$ cat src/rtl/numbers_arith_result_serializer.sv
// Buffers packed 25-bit arithmetic result words in a small FIFO and emits
// each word as five 5-bit fields (sum, diff, prod, quot, rem), one per cycle.
//
// Handshakes (both sides): a transfer happens on a rising edge where
// valid && ready. The block never combinationally depends on the partner's
// valid/ready: in_ready comes from registered occupancy only, out_valid and
// the field outputs come from registered state only, and they hold steady
// while out_ready is low.
module numbers_arith_result_serializer #(
  parameter int DEPTH   = 4,
  parameter int FIELD_W = 5
) (
  input  logic                     clk,
  input  logic                     rst,
  input  logic                     in_valid,
  output logic                     in_ready,
  input  logic [5*FIELD_W-1:0]     in_flat,
  output logic                     out_valid,
  input  logic                     out_ready,
  output logic [FIELD_W-1:0]       out_field,
  output logic [2:0]               out_idx,
  output logic                     out_last,
  output logic [$clog2(DEPTH):0]   occupancy
);

  localparam int          AW       = $clog2(DEPTH);
  localparam int          WORD_W   = 5 * FIELD_W;
  localparam logic [AW:0] DEPTH_C  = DEPTH[AW:0];
  localparam logic [2:0]  LAST_IDX = 3'd4;

  logic [WORD_W-1:0]  mem_q [DEPTH];
  logic [WORD_W-1:0]  mem_d [DEPTH];
  logic [AW-1:0]      wr_ptr_q, wr_ptr_d;
  logic [AW-1:0]      rd_ptr_q, rd_ptr_d;
  logic [AW:0]        count_q, count_d;
  logic [2:0]         idx_q, idx_d;

  logic               push;
  logic               xfer;
  logic               pop;
  logic [WORD_W-1:0]  head;
  logic [FIELD_W-1:0] field_sel;

  // Handshake decode from registered state; the final-field transfer pops the head word.
  always_comb begin
    in_ready  = (count_q < DEPTH_C);
    out_valid = (count_q != '0);
    push      = in_valid && in_ready;
    xfer      = out_valid && out_ready;
    pop       = xfer && (idx_q == LAST_IDX);
    head      = mem_q[rd_ptr_q];
    occupancy = count_q;
    out_idx   = idx_q;
    out_last  = (idx_q == LAST_IDX);
  end

  // Select the head-word field named by the field counter; sum sits in the top bits.
  always_comb begin
    field_sel = '0;
    case (idx_q)
      3'd0:    field_sel = head[4*FIELD_W +: FIELD_W];
      3'd1:    field_sel = head[3*FIELD_W +: FIELD_W];
      3'd2:    field_sel = head[2*FIELD_W +: FIELD_W];
      3'd3:    field_sel = head[1*FIELD_W +: FIELD_W];
      3'd4:    field_sel = head[0 +: FIELD_W];
      default: field_sel = '0;
    endcase
    // Stale storage is never shown: the field bus reads zero while empty.
    out_field = out_valid ? field_sel : '0;
  end

  // Next-state for storage, pointers, occupancy and field counter.
  always_comb begin
    for (int i = 0; i < DEPTH; i++) begin
      mem_d[i] = mem_q[i];
    end
    wr_ptr_d = wr_ptr_q;
    rd_ptr_d = rd_ptr_q;
    count_d  = count_q;
    idx_d    = idx_q;

    if (push) begin
      mem_d[wr_ptr_q] = in_flat;
      wr_ptr_d        = wr_ptr_q + 1'b1;
    end

    if (xfer) begin
      if (idx_q == LAST_IDX) begin
        idx_d    = 3'd0;
        rd_ptr_d = rd_ptr_q + 1'b1;
      end else begin
        idx_d = idx_q + 3'd1;
      end
    end

    // Push and pop together leave occupancy unchanged.
    case ({push, pop})
      2'b10:   count_d = count_q + 1'b1;
      2'b01:   count_d = count_q - 1'b1;
      default: count_d = count_q;
    endcase
  end

  // State register; reset wins over any concurrent push or pop.
  always_ff @(posedge clk) begin
    if (rst) begin
      for (int i = 0; i < DEPTH; i++) begin
        mem_q[i] <= '0;
      end
      wr_ptr_q <= '0;
      rd_ptr_q <= '0;
      count_q  <= '0;
      idx_q    <= 3'd0;
    end else begin
      for (int i = 0; i < DEPTH; i++) begin
        mem_q[i] <= mem_d[i];
      end
      wr_ptr_q <= wr_ptr_d;
      rd_ptr_q <= rd_ptr_d;
      count_q  <= count_d;
      idx_q    <= idx_d;
    end
  end

endmodule

$ cat config.mk
export PLATFORM = sky130hd
export DESIGN_NAME = numbers_arith_result_serializer
export DESIGN_NICKNAME = d
export VERILOG_FILES = /design/src/rtl/numbers_arith_result_serializer.sv
export SDC_FILE = /design/constraint.sdc
export NUM_CORES = 1
export LEC_CHECK = 0
export CORE_UTILIZATION = 52
export DETAILED_ROUTE_END_ITERATION = 10
export GPL_TIMING_DRIVEN = 0
export PLACE_DENSITY_LB_ADDON = 0.25
export SYNTH_ARGS = -nofsm -noshare
export SYNTH_HDL_FRONTEND = slang
export SYNTH_SLANG_ARGS = --single-unit
$ cat constraint.sdc
create_clock -name clk -period 2.3 [get_ports clk]
set_clock_uncertainty 0.15 [all_clocks]
set_input_delay 0.575 -clock clk [delete_from_list [all_inputs] [get_ports clk]]
set_output_delay 0.575 -clock clk [all_outputs]
set_load 0.01 [all_outputs]
* After elaboration in Yosys (flattened, before gate mapping)
Memories as Yosys holds them, arrays and structs flattened. A register that Yosys moved wholly into a read port is not among the register bits.
Index checks and enable logic that the tools add are counted.
** Operators by class
- Add/sub/neg operators :: 5
- Magnitude comparators :: 3
- Equality and inequality tests :: 6
- Muxes and demuxes :: 17
- Bitwise operators :: 5
- Reduce and logical (&&, ||, !) cells :: 8
** Operators by type and width (number)
- 25-bit 2-to-1 mux :: 5
- 100-bit bitwise mux :: 1
- 100-bit 2-to-1 mux :: 1
- 25-bit demux with 2-bit select :: 1
- 5-bit one-hot mux with 5 select lines :: 1
- 3-bit by 1-bit adder with 3-bit output, second input constant :: 2
- 3-bit by 2-bit == test with 1-bit output, second input constant :: 2
- 3-bit one-hot mux with 2 select lines :: 1
- 5-bit 2-to-1 mux :: 1
- 2-bit by 1-bit adder with 2-bit output, second input constant :: 2
- 1-bit logical AND :: 4
- 2-bit 2-to-1 mux :: 2
- 1-bit OR :: 4
- 3-bit by 1-bit == test with 1-bit output, second input constant :: 1
- 3-bit == test, second input constant :: 1
- 3-bit greater-or-equal comparator, second input constant :: 1
- 3-bit logical NOT :: 1
- 3-bit by 1-bit less-than comparator with 1-bit output, second input constant :: 1
- 3-bit less-than comparator, second input constant :: 1
- 1-bit 2-to-1 mux :: 3
- 3-bit 2-to-1 mux :: 1
- 2-bit inverter with 3-bit output :: 1
- 3-bit nonzero test :: 1
- 3-bit by 1-bit subtractor with 3-bit output, second input constant :: 1
- 4 further kinds :: 4
** Word-level totals
- Flip-flop bits (word level) :: 10
- RAM bits :: 100
- Input port bits :: 29
- Word-level logic and storage cells :: 49
- Memories :: 1
** Memories
- mem_q :: words 4, bits a word 25, rd ports 5, clocked after memory_dff 1, wr ports 4, line 31 : logic [WORD_W-1:0] mem_q [DEPTH];

* Depth between registers and ports, before layout
- Depth in word-level cells :: 8
- Depth in mapped cells :: 10
- Gate-level depth less buffers :: 10

* Least setup slack after synthesis
Ideal clock, no wire load.
- Path kind :: reg2out
- Start point :: register idx_q[2] (netlist: out_idx[2])
- End point :: output port out_field[0]
- Arrival time :: 1.615 ns
- Data required time :: 1.575 ns
- Setup slack :: -0.040 ns
- Cell stages (with the launch flop) :: 6
- Path buffers :: 1
- Cell sequence :: dfxtp_1 -> buf_2 -> inv_1 -> ha_1 -> o41ai_1 -> a21oi_1
** Between the ends
- Cells in the longest elaborated chain, start to end :: 3
- Elaborated cells on any way between the ends :: 7
- Classes of those cells :: eq/ne (4); mux (2); reduce/logical (1)
** RTL lines
- from (decl) :: line 36 : logic [2:0] idx_q, idx_d;
- from (signal assigned) :: line 121 : idx_q <= idx_d;
- 3-bit == test, or another cell as far along :: line 60 : case (idx_q)
- 5-bit one-hot mux with 5 select lines (*) :: line 60
- 5-bit 2-to-1 mux (*) :: line 69 : out_field = out_valid ? field_sel : '0;
- to (decl) :: line 20 : output logic [FIELD_W-1:0] out_field,
Every way passes the cells marked *; elsewhere a longest branch is shown, timed or not.

==> out/results.txt <==
ant diodes: 0
critical path fanouts, max: 5
Clock Pin Slew Worst Setup and Hold Paths: 0.11 ns
ys async rst share: 0%
P&R area growth vs syn: 23.6%
DR pass1 iterations: 8
worst setup margin: -0.482 ns
die area: 0.00983 mm2
CP Data Required Time: 1.57 ns
FF-to-FF Start: out_idx[0]$_SDFFE_PP0N_
gr usage total: 29.3%
detailed-route via count: 4501
Slew @ Worst Pin: 0.723 ns
CP endpoint kind: output port
DRT iter0 DRCs: 399
RePlAce Congestion: 0.937
synthesized area: 0.00491 mm2
Mapped Cells: 582
cts hold-fix bufs: 0
fin. max-slew vios: 0
cell area power density: 659 mW/mm2
final net count: 688
Final setup viols: 5
Rel. slew slack: 51.8%
worst hold stages: 2
Top-Level Pins: 43
residual DRC count: 0
RSZ-0062 raised after global routing: yes
synth unique cells: 35
CTS tree: built
DRT Wirelength: 14100 um
Die Span Y: 99.1 um
HP Start: mem_q[0][20]$_SDFFE_PP0P_
Register-to-Register Path Depth: 10
vias in the first global route: 4219
Max VDD drop: 0.000503 V
failing checks: setup timing
Post-DRT Antenna Nets: 0
max-cap violations: 0
largest net degree at the start of global routing: 19
Seq cells post-synth: 112
H-tree Lvls: 3
final hold viol count: 0
IO Port Bufs: 41
outcome: finished, violations left
Final Cycle Share: 121%
Initial Utilization: 53.3%
Fillers: 747
Routed wire per std cell: 18.5 um
Worst EP arrival: 2.06 ns
Mapped Nets: 622
total CTS buffers: 9
Post-synth EDFFs: 0
non-filler cells, final: 764
R2R Setup Slk: 0.04 ns
layout cells sized above 1: 17.5%
Placed Area: 0.00546 mm2
most frequent cells in the layout: 208 x nand2_1, 106 x dfxtp_1, 105 x a21oi_1
WHS Endpoint: mem_q[0][20]$_SDFFE_PP0P_
Synth warnings: 0
Final Power: 4000 uW
CTS root buf: clkbuf_8
via/cell ratio: 5.89
wire length of the first global-routing pass: 21900 um
clk sinks: 112
Clock Latency Late Sink: 0.37 ns
crit path kind: reg -> out
Max Fclk: 0.359 GHz
final core occ: 65.9%
aggregate global routing overflow: 0
row count: 35
Final min period: 2.78 ns
Seq/Total Area, Yosys: 45.7%
commonest non-fill, non-tap cell in the layout: nand2_1
core area: 0.00920 mm2
Worst R2R End: occupancy[2]$_SDFFE_PP0P_
Startpoint Class: register
WHS: 0.310 ns
clock tree buffer depth: 2
Top FF cell, synth: dfxtp_1
placed cells: 734
min-delay worst type: reg -> reg
Die Span X: 99.1 um
initial antenna violation count: 0
P_leak: 0.00207 uW
placed wire-length estimate: 9260 um
fin area: 0.00606 mm2
syn_area_per_cell: 8.43 um2
## through the flow
stage	TNS, ns	setup slack (ns)
finish	-2.29	-0.482
global route	-2.54	-0.553
CTS	-2.70	-0.459
detailed placement	-20.31	-0.769
global placement	-18.14	-0.722
floorplan	-0.200	-0.0401
## where the power goes
group	total (uW)	internal, uW	leakage [uW]	switching, uW
registers	2070	2020	0.000912	51.3
logic	555	231	0.00104	324
clock network	1370	684	0.000121	689
## logic make-up (layout without fill, tap and decap cells)
family / after synthesis / after routing / share of synthesized area (%)
mux: 32 / 32 / 11.8
fa+ha+maj: 11 / 11 / 2.96
flops: 112 / 112 / 45.7
xor+xnor: 5 / 5 / 0.893
compound gates: 131 / 131 / 14.3
buf+inv: 53 / 124 / 5.15
simple gates: 238 / 238 / 19.2
## state kept, by name, indices dropped and copies added (netlist names), named ones only
| register | count |
|---|---|
| out_idx | 3 |
| wr_ptr_q | 2 |
| mem_q | 100 |
| rd_ptr_q | 2 |
| occupancy | 3 |
## critical path, cell delays in order (launching register included)
cell	delay, ns
dfxtp_2	0.35
buf_8	0.15
buf_16	0.13
mux4_2	0.53
a22oi_1	0.25
a21oi_2	0.11
buf_2	0.15
## layout make-up
type                       instances  area, um2  area share, %
clock inverter                     5       86.3           1.42
timing repair buffer              55        520           8.58
buffer                            41        251           4.15
inverter                          12       57.6          0.949
tap                              111        139           2.29
clock buffer                      11        151           2.50
sequential                       112       2260           37.2
multi-input combinational        417       2600           42.9
## what timing repair did
item                                   CTS  global route
buffers inserted                         3            10
gates resized for setup                 66            40
gates cloned                             1             0
setup endpoints to repair                9            45
pin swaps                               11            13
endpoints found under the hold margin    0             0
## how the worst max path moves through the flow
| stage | endpoint | cells after the start | slack [ns] |
|---|---|---|---|
| after floorplan | out_field[0] | 5 | -0.04 |
| after global placement | out_field[2] | 6 | -0.72 |
| after detailed placement | out_field[2] | 6 | -0.77 |
| after CTS | out_field[0] | 6 | -0.46 |
| after global routing | out_field[0] | 6 | -0.55 |
| final | out_field[0] | 6 | -0.48 |
## Yosys cell counts (4+ instances only)
cell | number | area, um2
mux4_1 | 9 | 236
buf_2 | 12 | 60.1
ha_1 | 10 | 125
and2_1 | 4 | 25.0
nor2_1 | 11 | 41.3
nand2_1 | 209 | 785
a21oi_1 | 110 | 551
inv_1 | 11 | 41.3
mux4_2 | 9 | 203
a22oi_1 | 6 | 45.0
clkbuf_1 | 24 | 90.1
o22ai_1 | 4 | 25.0
dfxtp_1 | 112 | 2240
nor2b_1 | 4 | 25.0
mux2i_1 | 14 | 140
## routing by layer
metal / global-route usage [%] / part of all wire [%] / vias to the layer above
met3: 6.68 / 9.8 / 31
met4: 8.94 / 2.0 / 0
li1: - / - / 2076
met1: 36.9 / 39 / 2158
met5: 0 / 0 / -
met2: 50.2 / 49 / 236
Note: power is estimated with default switching activity, not from simulation.
